$ cat src/rtl/irq_ctrl.sv
// Interrupt controller: edge/level request latching, per-source mask, fixed-priority
// request/ack/EOI sequencing to CP0. Optional per-source event counters under IRQ_CNT_EN.
module irq_ctrl #(
  parameter int NSRC  = 3,
  parameter int CNT_W = 8
) (
  input  logic            clk,
  input  logic            reset,
  input  logic [NSRC-1:0] irq,
  input  logic [4:0]      pr_a,
  input  logic            pr_we,
  input  logic [31:0]     pr_wd,
  output logic [31:0]     pr_rd,
  output logic [5:0]      hw_int,
  output logic            int_req,
  output logic [2:0]      int_id,
  input  logic            int_ack,
  input  logic            eoi
);

  localparam logic [1:0] IDLE    = 2'd0;
  localparam logic [1:0] REQ     = 2'd1;
  localparam logic [1:0] SERVICE = 2'd2;

  logic [1:0]      state;
  logic [NSRC-1:0] pend, mask, mode, irq_d;
  logic [NSRC-1:0] active, edge_det, w1c, ack_clr, pend_nxt, id_dec, hw_mask;
  logic [2:0]      sel_id;
  logic            drop, take_ack;
  logic            unused_wd;

  assign unused_wd = ^pr_wd[31:NSRC];

  assign active   = pend & mask;
  assign edge_det = irq & ~irq_d;
  assign w1c      = (pr_we && pr_a == 5'd0) ? pr_wd[NSRC-1:0] : '0;
  assign drop     = (state == REQ) && ((active & id_dec) == '0);
  assign take_ack = (state == REQ) && !drop && int_ack;
  assign ack_clr  = take_ack ? (id_dec & mode) : '0;
  // A fresh edge always wins over W1C or the acknowledge clear of the same cycle
  assign pend_nxt = (mode & (edge_det | (pend & ~(w1c | ack_clr)))) | (~mode & irq);
  assign int_req  = (state == REQ);

  always_comb begin
    sel_id = '0;
    for (int i = NSRC - 1; i >= 0; i--) begin
      if (active[i]) sel_id = 3'(i);
    end
  end

  // While servicing, only strictly higher-priority sources reach CP0
  always_comb begin
    for (int i = 0; i < NSRC; i++) begin
      id_dec[i]  = (int_id == 3'(i));
      hw_mask[i] = (state != SERVICE) || (3'(i) < int_id);
    end
  end

  always_comb begin
    hw_int = '0;
    hw_int[NSRC-1:0] = active & hw_mask;
  end

  always_ff @(posedge clk or posedge reset) begin
    if (reset) begin
      pend  <= '0;
      mask  <= '0;
      mode  <= '1;
      irq_d <= '0;
    end else begin
      irq_d <= irq;
      pend  <= pend_nxt;
      if (pr_we && pr_a == 5'd1) mask <= pr_wd[NSRC-1:0];
      if (pr_we && pr_a == 5'd2) mode <= pr_wd[NSRC-1:0];
    end
  end

  always_ff @(posedge clk or posedge reset) begin
    if (reset) begin
      state  <= IDLE;
      int_id <= '0;
    end else begin
      case (state)
        IDLE: if (active != '0) begin
          int_id <= sel_id;
          state  <= REQ;
        end
        REQ: begin
          if (drop)         state <= IDLE;
          else if (int_ack) state <= SERVICE;
        end
        SERVICE: if (eoi) state <= IDLE;
        default: state <= IDLE;
      endcase
    end
  end

`ifdef IRQ_CNT_EN
  logic [CNT_W-1:0] cnt [NSRC];
  logic [NSRC-1:0]  cnt_evt;

  assign cnt_evt = (mode & edge_det) | (~mode & irq & ~pend);

  always_ff @(posedge clk or posedge reset) begin
    if (reset) begin
      for (int i = 0; i < NSRC; i++) cnt[i] <= '0;
    end else begin
      for (int i = 0; i < NSRC; i++) begin
        if (pr_we && pr_a == 5'(4 + i))
          cnt[i] <= cnt_evt[i] ? CNT_W'(1) : '0;
        else if (cnt_evt[i] && !(&cnt[i]))
          cnt[i] <= cnt[i] + CNT_W'(1);
      end
    end
  end
`else
  logic [CNT_W-1:0] unused_cnt;
  assign unused_cnt = '0;
`endif

  always_comb begin
    pr_rd = '0;
    case (pr_a)
      5'd0: pr_rd[NSRC-1:0] = pend;
      5'd1: pr_rd[NSRC-1:0] = mask;
      5'd2: pr_rd[NSRC-1:0] = mode;
      5'd3: pr_rd = {27'b0, state, int_id};
      default: pr_rd = '0;
    endcase
`ifdef IRQ_CNT_EN
    for (int i = 0; i < NSRC; i++) begin
      if (pr_a == 5'(4 + i)) pr_rd = 32'(cnt[i]);
    end
`endif
  end

endmodule

$ cat config.mk
export PLATFORM = sky130hd
export DESIGN_NAME = irq_ctrl
export DESIGN_NICKNAME = d
export VERILOG_FILES = /design/src/rtl/irq_ctrl.sv
export SDC_FILE = /design/constraint.sdc
export NUM_CORES = 1
export LEC_CHECK = 0
export BUFFER_PORTS_ARGS = -buffer_cell sky130_fd_sc_hd__buf_2
export CORE_MARGIN = 1.5
export CORE_UTILIZATION = 35
export DETAILED_ROUTE_END_ITERATION = 7
export PLACE_DENSITY = 0.72
export SYNTH_ARGS = -nofsm -noshare
export SYNTH_HDL_FRONTEND = slang
export SYNTH_SLANG_ARGS = --single-unit
$ cat constraint.sdc
create_clock -name clk -period 1.9 [get_ports clk]
set_input_delay 0.285 -clock clk [delete_from_list [all_inputs] [get_ports clk]]
set_output_delay 0.285 -clock clk [all_outputs]
set_load 0.02 [all_outputs]
==> metrics, run 1 <==
outcome completed; Synth Instances 113; num rows 20; Post-DRT Antenna Nets 0; DP Wirelength 1.63 mm; r2r worst-path depth 3; vias in the first global route 756; top cell type's share of synthesized area 0.290; CP cell instances mux4_2 > and2_1 > buf_2; crit-path max FO 10; Initial Utilization 0.367; CTS Buffer Depth 2; ranking of synthesized cells by area dfrtp_1, buf_4, dfstp_2; Syn-to-layout area delta 9.04%; worst r2r dst pend[0]$_DFF_PP0_; DP Area 0.00118 sq mm; CP startpoint kind flop; PD cells 934 mW/mm^2; first-pass GRT wire length 3.19 mm; final setup fails 0; fmax 0.543 GHz; CP peak stage delay 0.48 ns; largest net degree at the start of global routing 17; initial antenna violation count 0; H-tree Lvls 1; Layout fillers 337; Starting DRT DRC Count 33; diode count 0; Ports 87; Min-Delay Path Class primary input to asynchronous set/reset pin; Worst EP required 1.62 ns; Seq/Total Area, Yosys 0.360; drt first pass iters 4; vias 827; Post-Syn Area 0.00112 sq mm; Worst Path Class, Setup flop to output pin; GRT Util Overall 0.119; met2 Use GR 0.195; post-CTS setup buffers 0; Ys Warns 0; final WL 2.00 mm; syn_area_per_cell 9.92 sq um; Crit path arrival time 1.56 ns; Pins Over Slew Limit 0; final instance area 0.00122 sq mm; crit end category output pin; Slew @ Worst Pin 0.595 ns; slew margin rel. 0.603; Core Region 0.00305 sq mm; total CTS buffers 3; skew final 0.00996 ns; global routing's busiest layer met2; Die X 59.6 um; clock-pin transition on the worst setup and hold timing paths 0.10 ns; fin crit period 1.84 ns; Worst VDD drop 0.255 mV; CTS tree built; Port-buffer cells 26; vias per inst 4.47; M3 GR Usage 0.0284; Setup TNS Final 0 ns; Clock Latency Late Sink 0.30 ns; layout cell share with drive strength beyond 1 0.277; total grt overflow 0; clk sink count 16; Synth area leader dfrtp_1; max-cap violation count 0; DRC viols 0; #FFs+latches synth 16; P_leak 0.629 nW; RSZ-0062 raised after global routing false; Distinct cells, synth 35; met1 usage 0.143; Placer Congestion 0.855; Die Y 59.6 um; NumNets Final 187; r2r setup slk 0.45 ns; critical path's slowest cell dfrtp_2; final hold viol count 0; mean routed wirelength per cell 10.8 um; CTS Root Cell clkbuf_4; Die ar. 0.00355 sq mm; Reg2Reg Launch Point state[1]$_DFFE_PP0P_; Period Utilization, post-route 0.970
==> logic make-up after synthesis <==
| group | Yosys count | synth area share |
|---|---|---|
| compound gates | 16 | 0.0993 |
| buf+inv | 35 | 0.222 |
| flops | 16 | 0.360 |
| mux | 9 | 0.109 |
| other cells | 1 | 0.00335 |
| simple gates | 36 | 0.205 |
==> sequential cells by signal, summed over array words and instances, names as in the netlist <==
| signal | cells |
|---|---|
| mode | 3 |
| mask | 3 |
| state | 2 |
| irq_d | 3 |
| int_id | 2 |
| pend | 3 |
==> synth_stat cells <==
master and number:
buf_4 31, dfrtp_1 13, nand2_1 10, mux2_1 6
nor2_1 5, a21oi_1 3, and2_1 3, dfstp_2 3
o21ai_0 3, a21boi_0 2, and3_1 2, and4_1 2
inv_1 2, mux4_2 2, nand2b_1 2, nand3_1 2
nand4b_1 2, nor2b_1 2, o2bb2ai_1 2, a31oi_1 1
a41o_1 1, buf_2 1, clkbuf_1 1, conb_1 1
mux2i_1 1, nand3b_1 1, nand3b_4 1, nand4_1 1
nor3_1 1, nor4b_4 1, o211ai_1 1, o22ai_1 1
o311a_1 1, o311ai_0 1, or4b_1 1
==> how the worst max path moves through the flow <==
stage	to	slack, ns	cells past startpoint	start
3_5_place_dp	pr_rd[0]	0.30	4	pr_a[1]
4_1_cts	pr_rd[1]	0.02	3	int_id[1]$_DFFE_PP0P_
3_3_place_gp	pr_rd[0]	0.32	4	pr_a[1]
6_report	pr_rd[1]	0.06	3	int_id[1]$_DFFE_PP0P_
5_1_grt	pr_rd[1]	0.005	3	int_id[1]$_DFFE_PP0P_
2_1_floorplan	pr_rd[1]	0.31	3	int_id[1]$_DFFE_PP0P_
==> repair_timing <==
item	in CTS	in global routing
resized for setup	0	1
hold buffers	0	0
endpoints found under the setup margin	0	1
==> report_power, final <==
group          switching, mW  internal (mW)
Clock                  0.114          0.117
Combinational          0.249          0.159
Sequential            0.0838          0.419
Total                  0.447          0.695
==> layer usage <==
metal / vias to the layer above / wire, um
met3: 2 / 169
met5: - / 0
li1: 393 / -
met1: 391 / 813
met2: 41 / 1000
met4: 0 / 16
==> through the flow <==
stage | util | worst slack (ns) | cells | hold WS, ns | power (mW)
global route | 0.400 | 0.00544 | 185 | 0.0867 | 1.22
CTS | 0.400 | 0.0177 | 185 | 0.0534 | 1.15
global placement | 0.388 | 0.317 | 181 | 0.374 | 0.904
detailed placement | 0.388 | 0.296 | 181 | 0.381 | 0.916
finish | 0.400 | 0.0573 | 185 | 0.0351 | 1.14
floorplan | - | 0.307 | 143 | 0.197 | 0.835
==> worst max-delay path: cells and delay by family (launching register included) <==
family,cells,cell delay (ns)
and+or+nand+nor,1,0.16
DFF,1,0.48
buffers and inverters,1,0.15
muxes,1,0.48
==> layout make-up <==
cell class | instances | area, sq um | share of cell area
clock buffer | 4 | 36.3 | 0.0297
multi-input combinational | 92 | 581 | 0.475
inverter | 2 | 7.51 | 0.00614
timing repair buffer | 27 | 138 | 0.113
sequential | 16 | 405 | 0.332
tap | 44 | 55.1 | 0.0450
==> cells in the final DEF, fill, tap and decap left out, drive strengths merged <==
cell / netlist / layout
conb: 1 / 31
mux2i: 1 / 1
nor2: 5 / 5
nand2: 10 / 10
a21oi: 3 / 3
o21ai: 3 / 3
nand4: 1 / 1
or4b: 1 / 1
buf: 32 / 27
o311a: 1 / 1
nand4b: 2 / 2
dfrtp: 13 / 13
o22ai: 1 / 1
a41o: 1 / 1
o311ai: 1 / 1
and4: 2 / 2
mux4: 2 / 2
o2bb2ai: 2 / 2
clkbuf: 1 / 4
and2: 3 / 3
nor3: 1 / 1
nand3: 2 / 2
nor4b: 1 / 1
dfstp: 3 / 3
nand3b: 2 / 2
nand2b: 2 / 2
a31oi: 1 / 1
o211ai: 1 / 1
and3: 2 / 2
inv: 2 / 2
a21boi: 2 / 2
mux2: 6 / 6
nor2b: 2 / 2
Power figures use the tool's default switching activity.
==> inputs of run 2 (changes only) <==
Settings changed: CORE_UTILIZATION 35 to 39, PLACE_DENSITY 0.72 to 0.79.
==> metrics, run 2 (synthesis gave the netlist of run 1 again) <==
Switching Fraction 0.401 (was 0.391); Placer Congestion 0.867 (was 0.855); initial antenna violation count 0 (unchanged); GRT Util Overall 0.130 (was 0.119); Worst EP required 1.62 ns (about the same); critical path's slowest cell dfrtp_2 (unchanged); CP cell instances mux4_2 > and2_1 > buf_2 (unchanged); DRC viols 0 (unchanged); Post-DRT Antenna Nets 0 (unchanged); Internal 0.660 mW (was 0.695 mW); CTS Root Cell clkbuf_4 (unchanged); Die X 56.6 um (was 59.6 um); FF+latch area 405 sq um (unchanged); DP Wirelength 1.66 mm (was 1.63 mm); Core Region 0.00273 sq mm (was 0.00305 sq mm); crit end category output pin (unchanged); clk sink count 16 (unchanged); Die Y 56.6 um (was 59.6 um); crit-path max FO 10 (unchanged); Clock Latency Late Sink 0.28 ns (was 0.30 ns); Syn-to-layout area delta 6.70% (was 9.04%); fmax 0.544 GHz (was 0.543 GHz); vias per inst 4.87 (was 4.47); CTS tree built (unchanged); commonest non-fill, non-tap cell in the layout conb_1 (unchanged); Die ar. 0.00321 sq mm (was 0.00355 sq mm); Pins Over Slew Limit 0 (unchanged); H-tree Lvls 1 (unchanged); Layout fillers 280 (was 337); diode count 0 (unchanged); P_leak 0.623 nW (was 0.629 nW); most frequent cells in the layout conb_1, buf_2, dfrtp_1, nand2_1, mux2_1 (unchanged); layout cell share with drive strength beyond 1 0.270 (was 0.277); Ports 87 (unchanged); NumNets Final 187 (unchanged); sequential share of power 0.459 (was 0.441); Post-CTS Hold Buffers 0 (unchanged); CTS Buffer Depth 2 (unchanged); final setup fails 0 (unchanged); outcome completed (unchanged); skew final 0.00875 ns (was 0.00996 ns); drt first pass iters 4 (unchanged); max-cap violation count 0 (unchanged); combinational fraction of design power 0.374 (was 0.357); CP startpoint kind flop (unchanged); clock-pin transition on the worst setup and hold timing paths 0.09 ns (was 0.10 ns); CP peak stage delay 0.48 ns (about the same); Period Utilization, post-route 0.968 (was 0.970); Worst Path Class, Setup flop to output pin (unchanged); num rows 19 (was 20); Worst VDD drop 0.462 mV (was 0.255 mV); Starting DRT DRC Count 8 (was 33); mean routed wirelength per cell 11.9 um (was 10.8 um); Net Switching 0.442 mW (was 0.447 mW); post-CTS setup buffers 0 (unchanged); Multi-input gate area 581 sq um (unchanged); Place WS 0.307 ns (was 0.296 ns); final hold viol count 0 (unchanged); vias in the first global route 804 (was 756); vias 837 (was 827); final WL 2.05 mm (was 2.00 mm); first-pass GRT wire length 3.33 mm (was 3.19 mm); Clk pwr share 0.167 (was 0.202); Slew @ Worst Pin 0.609 ns (was 0.595 ns); Min-Delay Path Class primary input to asynchronous set/reset pin (unchanged); fin crit period 1.84 ns (about the same); PD cells 921 mW/mm^2 (was 934 mW/mm^2); Worst Slack Setup Final 0.0607 ns (was 0.0573 ns); post-CTS sizing 0 (unchanged); total CTS buffers 3 (unchanged); slew margin rel. 0.594 (was 0.603); Crit path arrival time 1.55 ns (was 1.56 ns); total grt overflow 0 (unchanged); Port-buffer cells 26 (unchanged); Setup TNS Final 0 ns (unchanged); RSZ-0062 raised after global routing false (unchanged); largest net degree at the start of global routing 17 (unchanged); Initial Utilization 0.410 (was 0.367)
## run 2: worst max-delay path: cells and delay by family, from the launching register on
kind                   cells  cell delay, ns
multiplexers               1            0.48
flip-flops                 1            0.48
buffers and inverters      1            0.15
AND/OR/NAND/NOR            1            0.16
## run 2: cell type report
| cell class | count | area share |
|---|---|---|
| Clock buffer | 4 | 0.0220 |
| Multi-Input combinational cell | 92 | 0.485 |
| Sequential cell | 16 | 0.339 |
| Tap cell | 31 | 0.0324 |
| Inverter | 2 | 0.00628 |
| Timing Repair Buffer | 27 | 0.115 |
## run 2: layer usage
layer / routed length (um) / track usage / vias to the layer above
met5: 0 / 0 / -
li1: - / - / 400
met4: 0 / 0.0578 / 0
met2: 1070 / 0.238 / 36
met1: 831 / 0.143 / 401
met3: 152 / 0.0253 / 0
## run 2: worst paths after layout
| check | end | slack, ns | depth (start not counted) | startpoint |
|---|---|---|---|---|
| max | pr_rd[1] | 0.06 | 3 | int_id[1]$_DFFE_PP0P_ |
| min | state[0]$_DFFE_PP0P_ | 0.06 | 2 | reset |
| max reg2reg | pend[0]$_DFF_PP0_ | 0.44 | 3 | state[1]$_DFFE_PP0P_ |
| min reg2reg | pend[1]$_DFF_PP0_ | 0.52 | 3 | irq_d[1]$_DFF_PP0_ |
| max in group asynchronous | int_id[1]$_DFFE_PP0P_ | 1.42 | 2 | reset |
| min in group clk | irq_d[2]$_DFF_PP0_ | 0.12 | 1 | irq[2] |
## run 2: power groups by stage
stage                     sequential (mW)  clock (mW)  combinational (mW)
after detailed placement            0.510           0               0.411
final                               0.505       0.184               0.413
after global placement              0.502           0               0.400
after floorplan                     0.508           0               0.327
after CTS                           0.502       0.196               0.413
after global routing                0.515       0.201               0.451
## run 2: per-stage QoR
stage	total power [mW]	hold WS [ns]	utilization	cells	instance area, sq um
after floorplan	0.835	0.197	-	143	1230
after global placement	0.902	0.371	0.427	168	1170
after detailed placement	0.921	0.394	0.427	168	1170
after CTS	1.11	0.0700	0.437	172	1190
after global routing	1.17	0.114	0.438	172	1200
final	1.10	0.0562	0.438	172	1200
==> inputs of run 3 (changes only) <==
Clock period 1.9 ns to 2.2 ns, I/O delays scaled along.
==> metrics, run 3 (synthesis gave the netlist of run 1 again) <==
total grt overflow 0 (unchanged); Ports 87 (unchanged); vias per inst 4.84 (was 4.87); max-cap violation count 0 (unchanged); r2r worst-path depth 3 (unchanged); RSZ-0062 raised after global routing false (unchanged); crit end category output pin (unchanged); r2r setup slk 0.75 ns (was 0.44 ns); outcome completed (unchanged); initial antenna violation count 0 (unchanged); NumNets Final 186 (was 187); clock-pin transition on the worst setup and hold timing paths 0.09 ns (about the same); post-CTS setup buffers 0 (unchanged); final core occ 0.434 (was 0.438); Layout fillers 286 (was 280); Reg2Reg Launch Point state[1]$_DFFE_PP0P_ (unchanged); post-CTS sizing 0 (unchanged); Die ar. 0.00321 sq mm (unchanged); Period Utilization, post-route 0.873; fin crit period 1.92 ns; Initial Utilization 0.410 (unchanged); final hold viol count 0 (unchanged); Syn-to-layout area delta 5.92% (was 6.70%); vias in the first global route 761 (was 804); Die Y 56.6 um (unchanged); Min-Delay Path Class primary input to asynchronous set/reset pin (unchanged); Setup TNS Final 0 ns (unchanged); Crit path arrival time 1.59 ns (was 1.55 ns); PD cells 787 mW/mm^2 (was 921 mW/mm^2); Multi-input gate area 581 sq um (unchanged); Die X 56.6 um (unchanged); first-pass GRT wire length 3.39 mm (was 3.33 mm); Core Region 0.00273 sq mm (unchanged); vias 828 (was 837); slew margin rel. 0.600 (was 0.594); Pins Over Slew Limit 0 (unchanged); worst r2r dst pend[0]$_DFF_PP0_ (unchanged); Clock Latency Late Sink 0.29 ns (was 0.28 ns); DP Wirelength 1.60 mm (was 1.66 mm); mean routed wirelength per cell 11.7 um (was 11.9 um); CTS Buffer Depth 2 (unchanged); diode count 0 (unchanged); clk sink count 16 (unchanged); CTS tree built (unchanged); CP Launch Point int_id[0]$_DFFE_PP0P_ (was int_id[1]$_DFFE_PP0P_); total CTS buffers 3 (unchanged); drt first pass iters 4 (unchanged); Post-DRT Antenna Nets 0 (unchanged); layout cell share with drive strength beyond 1 0.257 (was 0.270); Post-CTS Hold Buffers 0 (unchanged); Slew @ Worst Pin 0.599 ns (was 0.609 ns); commonest non-fill, non-tap cell in the layout conb_1 (unchanged); Placer Congestion 0.875 (was 0.867); largest net degree at the start of global routing 17 (unchanged); most frequent cells in the layout conb_1, buf_2, dfrtp_1, nand2_1, mux2_1 (unchanged); fmax 0.521 GHz; Worst Path Class, Setup flop to output pin (unchanged); num rows 19 (unchanged); DRC viols 0 (unchanged); final setup fails 0 (unchanged); FF+latch area 404 sq um (was 405 sq um); Starting DRT DRC Count 13 (was 8); Worst VDD drop 0.433 mV (was 0.462 mV); crit-path max FO 9 (was 10); final WL 2.00 mm (was 2.05 mm); skew final 0.00630 ns (was 0.00875 ns); H-tree Lvls 1 (unchanged); GRT Util Overall 0.136 (was 0.130); P_leak 0.619 nW (was 0.623 nW); Worst EP required 1.87 ns (was 1.62 ns); CTS Root Cell clkbuf_4 (unchanged); Port-buffer cells 26 (unchanged); CP startpoint kind flop (unchanged)
## run 3: cell type report
type                       instances  share of cell area
multi-input combinational         92               0.489
sequential                        16               0.340
timing repair buffer              26               0.110
tap                               31              0.0327
clock buffer                       4              0.0221
inverter                           2             0.00632
## run 3: how the worst max path moves through the flow
| stage | to |
|---|---|
| final | pr_rd[0] |
| after global routing | pr_rd[0] |
| after CTS | pr_rd[0] |
| after detailed placement | pr_rd[0] |
| after global placement | pr_rd[0] |
| after floorplan | pr_rd[1] |
## run 3: power by group
group | switching [mW] | total (mW) | internal (mW)
combinational | 0.198 | 0.324 | 0.127
clock | 0.0899 | 0.160 | 0.0704
sequential | 0.0899 | 0.450 | 0.360
## run 3: worst max-delay path: stages, from the launching register on
cell	delay [ns]
dfrtp_1	0.49
mux4_2	0.49
and2_1	0.17
buf_2	0.15
## run 3: metrics by stage
| step | cell area (sq um) | std cells | setup WS (ns) | total power, mW | hold WS [ns] |
|---|---|---|---|---|---|
| after floorplan | 1230 | 143 | 0.562 | 0.721 | 0.242 |
| after global placement | 1160 | 167 | 0.530 | 0.765 | 0.420 |
| after detailed placement | 1160 | 167 | 0.519 | 0.779 | 0.423 |
| after CTS | 1190 | 171 | 0.270 | 0.946 | 0.100 |
| after global routing | 1190 | 171 | 0.205 | 1.00 | 0.146 |
| final | 1190 | 171 | 0.280 | 0.935 | 0.0933 |
## run 3: layer usage
| metal | vias up | GRT usage | wire, um |
|---|---|---|---|
| met2 | 36 | 0.238 | 1040 |
| li1 | 390 | - | - |
| met1 | 402 | 0.162 | 806 |
| met3 | 0 | 0.0253 | 152 |
| met5 | - | 0 | 0 |
| met4 | 0 | 0.0612 | 0 |
